### src/rtl/batt_mon.sv
// Battery monitor: 8-sample boxcar average with debounced low-battery flag and hysteresis recovery.
// Define BATT_MON_LATCH_EN to make the LOW state terminal (batt_low held until rst).
module batt_mon #(
  parameter logic [11:0] LOW_THRESH = 12'h800,
  parameter logic [11:0] HYST       = 12'h040,
  parameter int          PERSIST    = 4
) (
  input  logic        clk,
  input  logic        rst,
  input  logic [11:0] batt,
  input  logic        batt_vld,
  output logic [11:0] batt_avg,
  output logic        avg_vld,
  output logic        batt_low
);

  typedef enum logic [1:0] {FILL, OK, LOW} state_t;

  logic [11:0] samples [8];
  logic [2:0]  wptr;
  logic [14:0] sum;
  logic        vld_d1;
  logic        vld_d2;
  logic [2:0]  fill_cnt;
  logic [3:0]  pcnt;
  state_t      state;

  localparam logic [3:0] PERSIST_CNT = 4'(PERSIST);

  // Circular buffer and running sum; unwritten entries hold 0 so the fill needs no special case.
  always_ff @(posedge clk or posedge rst) begin
    if (rst) begin
      for (int i = 0; i < 8; i++) samples[i] <= '0;
      wptr     <= '0;
      sum      <= '0;
      vld_d1   <= 1'b0;
      vld_d2   <= 1'b0;
      batt_avg <= '0;
    end else begin
      vld_d1 <= batt_vld;
      vld_d2 <= vld_d1;
      if (batt_vld) begin
        samples[wptr] <= batt;
        wptr          <= wptr + 3'd1;
        sum           <= sum + 15'(batt) - 15'(samples[wptr]);
      end
      if (vld_d1) batt_avg <= sum[14:3];
    end
  end

`ifndef BATT_MON_LATCH_EN
  localparam logic [12:0] REC_SUM   = 13'(LOW_THRESH) + 13'(HYST);
  localparam logic [11:0] REC_THRESH = REC_SUM[12] ? 12'hFFF : REC_SUM[11:0];
`endif

  // vld_d2 marks the cycle in which batt_avg holds a fresh average, so each is judged once.
  always_ff @(posedge clk or posedge rst) begin
    if (rst) begin
      state    <= FILL;
      fill_cnt <= '0;
      pcnt     <= '0;
      avg_vld  <= 1'b0;
      batt_low <= 1'b0;
    end else begin
      case (state)
        FILL: begin
          if (vld_d1) begin
            if (fill_cnt == 3'd7) begin
              state   <= OK;
              avg_vld <= 1'b1;
            end else begin
              fill_cnt <= fill_cnt + 3'd1;
            end
          end
        end
        OK: begin
          if (vld_d2) begin
            if (batt_avg < LOW_THRESH) begin
              if (pcnt + 4'd1 == PERSIST_CNT) begin
                state    <= LOW;
                batt_low <= 1'b1;
                pcnt     <= '0;
              end else begin
                pcnt <= pcnt + 4'd1;
              end
            end else begin
              pcnt <= '0;
            end
          end
        end
        LOW: begin
`ifndef BATT_MON_LATCH_EN
          if (vld_d2) begin
            if (batt_avg >= REC_THRESH) begin
              if (pcnt + 4'd1 == PERSIST_CNT) begin
                state    <= OK;
                batt_low <= 1'b0;
                pcnt     <= '0;
              end else begin
                pcnt <= pcnt + 4'd1;
              end
            end else begin
              pcnt <= '0;
            end
          end
`else
          state <= LOW;
`endif
        end
        default: state <= FILL;
      endcase
    end
  end

endmodule

### config.mk
export PLATFORM = sky130hd
export DESIGN_NAME = batt_mon
export DESIGN_NICKNAME = d
export VERILOG_FILES = /design/src/rtl/batt_mon.sv
export SDC_FILE = /design/constraint.sdc
export NUM_CORES = 1
export LEC_CHECK = 0
export ABC_AREA = 1
export CORE_MARGIN = 1
export CORE_UTILIZATION = 65
export DETAILED_ROUTE_END_ITERATION = 8
export GPL_ROUTABILITY_DRIVEN = 0
export GPL_TIMING_DRIVEN = 0
export PLACE_DENSITY = 0.91
export SYNTH_ARGS = -nofsm -noshare
export SYNTH_HDL_FRONTEND = slang
export SYNTH_SLANG_ARGS = --single-unit
### constraint.sdc
create_clock -name clk -period 13.1 [get_ports clk]
set_input_delay 1.965 -clock clk [delete_from_list [all_inputs] [get_ports clk]]
set_output_delay 1.965 -clock clk [all_outputs]
set_load 0.02 [all_outputs]
==> results of run 1 <==
[path summary, 6_finish.rpt]
path,cells after the start,slack [ns],startpoint,to
min in group asynchronous,2,1.81,rst,state[1]$_DFFE_PP0P_
hold reg to reg,0,0.37,vld_d1$_DFF_PP0_,vld_d2$_DFF_PP0_
hold / removal,0,0.37,vld_d1$_DFF_PP0_,vld_d2$_DFF_PP0_
setup / recovery,12,9.02,batt[3],sum[6]$_DFFE_PP0P_
max in group asynchronous,3,10.48,rst,samples[87]$_DFFE_PP0P_
setup reg to reg,16,9.42,wptr[0]$_DFFE_PP0P_,sum[6]$_DFFE_PP0P_
[cell families (layout without fill, tap and decap cells)]
logic type | count (synthesis) | in the layout | share of synthesized area, %
AO/OA/AOI/OAI | 217 | 217 | 17.2
buffers and inverters | 158 | 219 | 8.50
AND/OR/NAND/NOR | 316 | 316 | 17.6
multiplexers | 2 | 2 | 0.315
flip-flops | 139 | 139 | 48.6
adder cells (fa/ha/maj) | 32 | 32 | 6.86
XOR/XNOR | 7 | 7 | 0.857
[placed cells by master, fill, tap and decap left out, types with 3 or more instances in the layout]
cell	n
inv_6	5
nand2_1	237
nor2_1	42
nand3b_1	3
bufinv_16	5
xor2_1	5
clkbuf_16	16
o21ai_1	3
nand3_1	24
o2111ai_1	11
o21a_1	23
dfrtp_1	139
o211ai_1	11
a21oi_1	17
clkbuf_1	24
buf_2	12
o21ai_0	145
clkdlybuf4s50_1	28
fa_1	12
nand4_1	4
inv_1	121
ha_1	20
clkinv_4	5
o22ai_1	3
[registers in the layout, summed over array words and instances, names as in the netlist]
signal and flops:
batt_avg 12, vld_d2 1, samples 96, fill_cnt 3
batt_low 1, avg_vld 1, pcnt 4, sum 15
vld_d1 1, state 2, wptr 3
[critical path: stages]
cell and delay, ns:
clkdlybuf4s50_1 0.48, inv_1 0.16, fa_1 0.58, inv_1 0.04, ha_1 0.36, nand2_1 0.12, nand2_1 0.09, nand2_1 0.07
nand3_1 0.16, or2_2 0.31, nand3_1 0.06, o21ai_0 0.09
[layer usage]
layer  vias to the layer above  wire length, µm  part of all wire (%)
met1                      3045             7400                    40
met3                        57             1490                   8.1
met2                       359             8890                    48
met5                         -                0                     0
met4                         0              583                   3.2
li1                       2902                -                     -
[per-stage QoR]
stage / hold WS (ns) / area, µm² / setup WS (ns) / std cells / util [%]
2_1_floorplan: 0.352 / 7150 / 7.41 / 871 / -
3_3_place_gp: 0.358 / 7600 / 5.60 / 1035 / 72.3
3_5_place_dp: 0.361 / 7630 / 8.51 / 1036 / 72.6
4_1_cts: 0.374 / 8280 / 9.06 / 1068 / 78.8
5_1_grt: 0.374 / 8280 / 8.86 / 1068 / 78.8
6_report: 0.373 / 8280 / 9.02 / 1068 / 78.8
[area by class of cell]
cell class,instances,area share [%]
flip-flops and latches,139,42.0
clock inverters,15,2.85
well taps,136,2.05
plain buffers,36,1.81
clock buffers,17,5.00
inverters,122,5.59
repair buffers,29,3.72
multi-input cells,574,37.0
==> metrics.md, run 1 <==
| Metric | Value |
|---|---|
| Critical Path AT | 4.48 ns |
| Skew final | 0.0110 ns |
| FFs w/ async S/R, synth | 100% |
| ANT nets after route | 0 |
| Row Count | 37 |
| Top Usage Layer GRT | met2 |
| Via count | 6363 |
| Status | finished, final reports clean |
| Synth top area share | 48.6% |
| Core Area | 10500 µm² |
| Die W | 107 µm |
| Unrepaired setup endpoints after global routing | false |
| Ys Warns | 0 |
| Fin. max-slew vios | 0 |
| Setup CP Type | in -> reg |
| Post-layout nets | 966 |
| Multi-input gate area | 3060 µm² |
| Num ports | 29 |
| Filler Cell Count | 670 |
| EDFF count, synth | 0 |
| Die Y | 107 µm |
| Required @ worst endpoint | 13.50 ns |
| Vias per inst | 5.96 |
| Root Buffer | clkbuf_8 |
| CTS buffer count | 17 |
| CTS tree | yes |
| # setup viols final | 0 |
| Final TNS setup | 0 ns |
| Max Root-Sink Buffers | 2 |
| Post-cts sizing count | 0 |
| Drt pass-1 iters | 7 |
| FF+latch count, synth | 139 |
| Max Freq | 245 MHz |
| Largest net degree at the start of global routing | 104 |
| Synth area leaders | dfrtp_1, nand2_1, o21ai_0 |
| Die Area | 11400 µm² |
| Max-Slew Margin vs Limit | 57.1% |
| Post-synthesis sequential area ratio | 48.6% |
| Diode count | 0 |
| Share of cells above drive strength 1 | 5.79% |
| First-pass GRT wire length | 30500 µm |
| Most common cell in the netlist | nand2_1 |
| Final hold vios | 0 |
| Mapped Cells | 871 |
| Vias in the first global route | 6315 |
| Mapped Area | 7150 µm² |
| Mean post-synth cell area | 8.21 µm² |
| Worst setup EP type | register |
| Synth top cells by count | nand2_1, o21ai_0, dfrtp_1, inv_1, nor2_1 |
| Post-CTS setup buffers | 0 |
| Class of the worst hold path | reg -> reg |
| Tmin final | 4.08 ns |
| Net Count, Synth | 918 |
| Grt met2 use | 57.7% |
| Final period util | 31.1% |
| DPL Wire Length | 12500 µm |
| Starting Density | 68.0% |
| Worst-Skew Late Latency | 0.55 ns |
| Storage cell area | 3480 µm² |
| Post-CTS Hold Buffers | 0 |
| Reg clk slew, reported paths | 0.06 ns |
| Post-DR wirelength/cell | 17.2 µm |
| Initial drt markers | 721 |
| Cell taking the most area after synthesis | dfrtp_1 |
| MaxCap Viol Count | 0 |
| Met1 Track Usage GR | 45.8% |
| Most used flip-flop cell after synthesis | dfrtp_1 |
| Yosys cell types | 29 |
| Port bufs | 28 |
| DRC | 0 |
| Initial antenna violation count | 0 |
| CP Max Fanout | 8 |
| Grt met3 use | 7.96% |
| Setup crit start kind | input pin |
| CTS Sinks | 139 |
| Routed WL | 18400 µm |
| H-tree levels | 4 |
| Total grt overflow | 0 |
| Synth-to-Final Area Change | 15.9% |
| Gr usage total | 35.5% |
| Worst slew pin tran | 0.643 ns |
Power of run 1 is not shown: default switching activity piles up to over one toggle a cycle in this logic, so the estimate is an artifact.
==> run 2, diff against run 1 <==
--- a/config.mk
+++ b/config.mk
@@ -7,11 +7,11 @@
 export LEC_CHECK = 0
 export ABC_AREA = 1
 export CORE_MARGIN = 1
-export CORE_UTILIZATION = 65
+export CORE_UTILIZATION = 55
 export DETAILED_ROUTE_END_ITERATION = 8
 export GPL_ROUTABILITY_DRIVEN = 0
 export GPL_TIMING_DRIVEN = 0
-export PLACE_DENSITY = 0.91
+export PLACE_DENSITY = 0.83
 export SYNTH_ARGS = -nofsm -noshare
 export SYNTH_HDL_FRONTEND = slang
 export SYNTH_SLANG_ARGS = --single-unit
==> constraint.sdc (replaced) <==
create_clock -name clk -period 3.67 [get_ports clk]
set_input_delay 0.5505 -clock clk [delete_from_list [all_inputs] [get_ports clk]]
set_output_delay 0.5505 -clock clk [all_outputs]
set_load 0.02 [all_outputs]
==> run 2 against run 1 <==
Against the previous run:
- cell area up 0.30%
- core utilization decreased by 13 points
- first-iteration DRC count decreased by 8.2%
- critical path depth is 4 higher
- via count decreased by 4.1%
- non-clock buffer count is 1 higher
- clock skew down 0.0036 ns
- sequential share of layout area is 0.13 points lower
- routed wire length fell by 6.4%
- worst hold slack better by 0.0043 ns
- critical path type is now reg -> reg
- highest routed layer unchanged
==> metrics.md, run 2 (same netlist as run 1, synthesis figures left out) <==
| Metric | Value |
|---|---|
| Row Count | 41 |
| Required @ worst endpoint | 3.96 ns |
| Total grt overflow | 0 |
| Max Freq | 285 MHz |
| Routed WL | 17200 µm |
| Reg clk slew, reported paths | 0.06 ns |
| Initial drt markers | 662 |
| Synth-to-Final Area Change | 16.2% |
| Post-CTS setup buffers | 0 |
| Die Area | 13500 µm² |
| Gr usage total | 28.1% |
| Number of flip-flops under the largest register name | 96 |
| Via count | 6102 |
| Max Root-Sink Buffers | 2 |
| Critical Path Most Common Cell | nand2_1 |
| Commonest non-fill, non-tap cell in the layout | nand2_1 |
| Starting Density | 56.4% |
| Grt met3 use | 5.60% |
| Slowest stage delay, CP | 0.53 ns |
| First-pass GRT wire length | 28400 µm |
| CTS Sinks | 139 |
| Largest registers | samples x96, sum x15, batt_avg x12 |
| Setup CP Type | reg -> reg |
| # setup viols final | 0 |
| Die W | 116 µm |
| Final hold vios | 0 |
| Post-layout nets | 967 |
| Max-Slew Margin vs Limit | 43.6% |
| Top reg by flops | samples |
| Largest net degree at the start of global routing | 41 |
| Final TNS setup | 0 ns |
| Core Area | 12700 µm² |
| Grt met2 use | 44.2% |
| Unrepaired setup endpoints after global routing | false |
| Worst-Skew Late Latency | 0.43 ns |
| Share of cells above drive strength 1 | 5.79% |
| Hold slack | 0.377 ns |
| DRC | 0 |
| Post-CTS Hold Buffers | 0 |
| Status | finished, final reports clean |
| Slowest cell on crit path | fa_1 |
| Root Buffer | clkbuf_16 |
| Worst setup EP type | register |
| Setup crit start kind | register |
| Skew final | 0.00737 ns |
| Vias in the first global route | 5810 |
| Post-cts sizing count | 0 |
| ANT nets after route | 0 |
| CTS tree | yes |
| CP Max Fanout | 10 |
| Critical Path AT | 3.79 ns |
| CTS buffer count | 17 |
| Filler Cell Count | 1012 |
| Fin. max-slew vios | 0 |
| Class of the worst hold path | reg -> reg |
| Vias per inst | 5.53 |
| Num ports | 29 |
| Met1 Track Usage GR | 37.9% |
| Die Y | 116 µm |
| Drt pass-1 iters | 5 |
| Top Usage Layer GRT | met2 |
| Diode count | 0 |
| Tmin final | 3.50 ns |
| Initial antenna violation count | 0 |
| Final period util | 95.5% |
| Critical-path cell list | buf_2 > inv_1 > clkbuf_1 > o21a_1 > o21ai_0 > o2111ai_1 > fa_1 > inv_1 > ha_1 > nand2_1 > nand2_1 > nand2_1 > nand3_1 > or2_2 > nand3_1 > o21ai_0 |
| MaxCap Viol Count | 0 |
| DPL Wire Length | 12600 µm |
| H-tree levels | 4 |
| Post-DR wirelength/cell | 15.6 µm |
| Most frequent cells in the layout | nand2_1, o21ai_0, dfrtp_1 |
| Port bufs | 28 |
| Worst slew pin tran | 0.843 ns |
==> run 2: cell types whose count changed in the layout (fill, tap and decap cells not counted), sizes merged <==
cell      change
bufinv        -2
inv           -4
clkinvlp      +2
clkinv        -1
clkbuf        +3
buf           +2
==> run 2: stage by stage <==
stage          util [%]  instances  worst slack [ns]  area, µm²
2_1_floorplan         -        871             0.798       7150
3_3_place_gp       60.4       1071             0.166       7650
3_5_place_dp       60.9       1074             0.169       7720
4_1_cts            65.6       1105             0.106       8310
5_1_grt            65.6       1104           0.00304       8310
6_report           65.6       1104             0.166       8310
==> run 2: final cells by class <==
type | instances | area [µm²] | share of cell area [%]
tap | 172 | 215 | 2.59
clock buffer | 21 | 450 | 5.42
clock inverter | 10 | 141 | 1.70
inverter | 122 | 462 | 5.56
buffer | 35 | 148 | 1.78
timing repair buffer | 31 | 348 | 4.19
multi-input combinational | 574 | 3070 | 36.9
sequential | 139 | 3480 | 41.9
==> run 2: path summary, 6_finish.rpt <==
check	from	end	slack, ns	cells after the start
setup / recovery	wptr[0]$_DFFE_PP0P_	sum[6]$_DFFE_PP0P_	0.17	16
hold / removal	vld_d1$_DFF_PP0_	vld_d2$_DFF_PP0_	0.38	0
setup reg to reg	wptr[0]$_DFFE_PP0P_	sum[6]$_DFFE_PP0P_	0.17	16
hold reg to reg	vld_d1$_DFF_PP0_	vld_d2$_DFF_PP0_	0.38	0
max in group asynchronous	rst	samples[39]$_DFFE_PP0P_	2.18	4
min in group asynchronous	rst	samples[10]$_DFFE_PP0P_	0.63	2
==> run 2: routing by layer <==
metal | share of wire (%) | routed length, µm
met4 | 2.9 | 492
met2 | 48 | 8250
met1 | 44 | 7540
met5 | 0 | 0
met3 | 5.3 | 914
==> run 2: worst max-delay path: cells and delay by family (launching register included) <==
kind | cells | cell delay (ns)
adders and majority gates | 2 | 0.89
and+or+nand+nor | 6 | 0.80
buffers and inverters | 4 | 0.70
AOI/OAI and AO/OA | 4 | 0.64
DFF | 1 | 0.34
Power of run 2 is left out for the same reason.
==> run 3, diff against run 2 <==
==> constraint.sdc (replaced) <==
create_clock -name clk -period 3.67 [get_ports clk]
set_input_delay 0.5505 -clock clk [delete_from_list [all_inputs] [get_ports clk]]
set_output_delay 0.5505 -clock clk [all_outputs]
set_load 0.01 [all_outputs]
==> results of run 3 <==
Final layout, timing and power as in run 2 (identical DEF).
Power of run 3 is left out for the same reason.
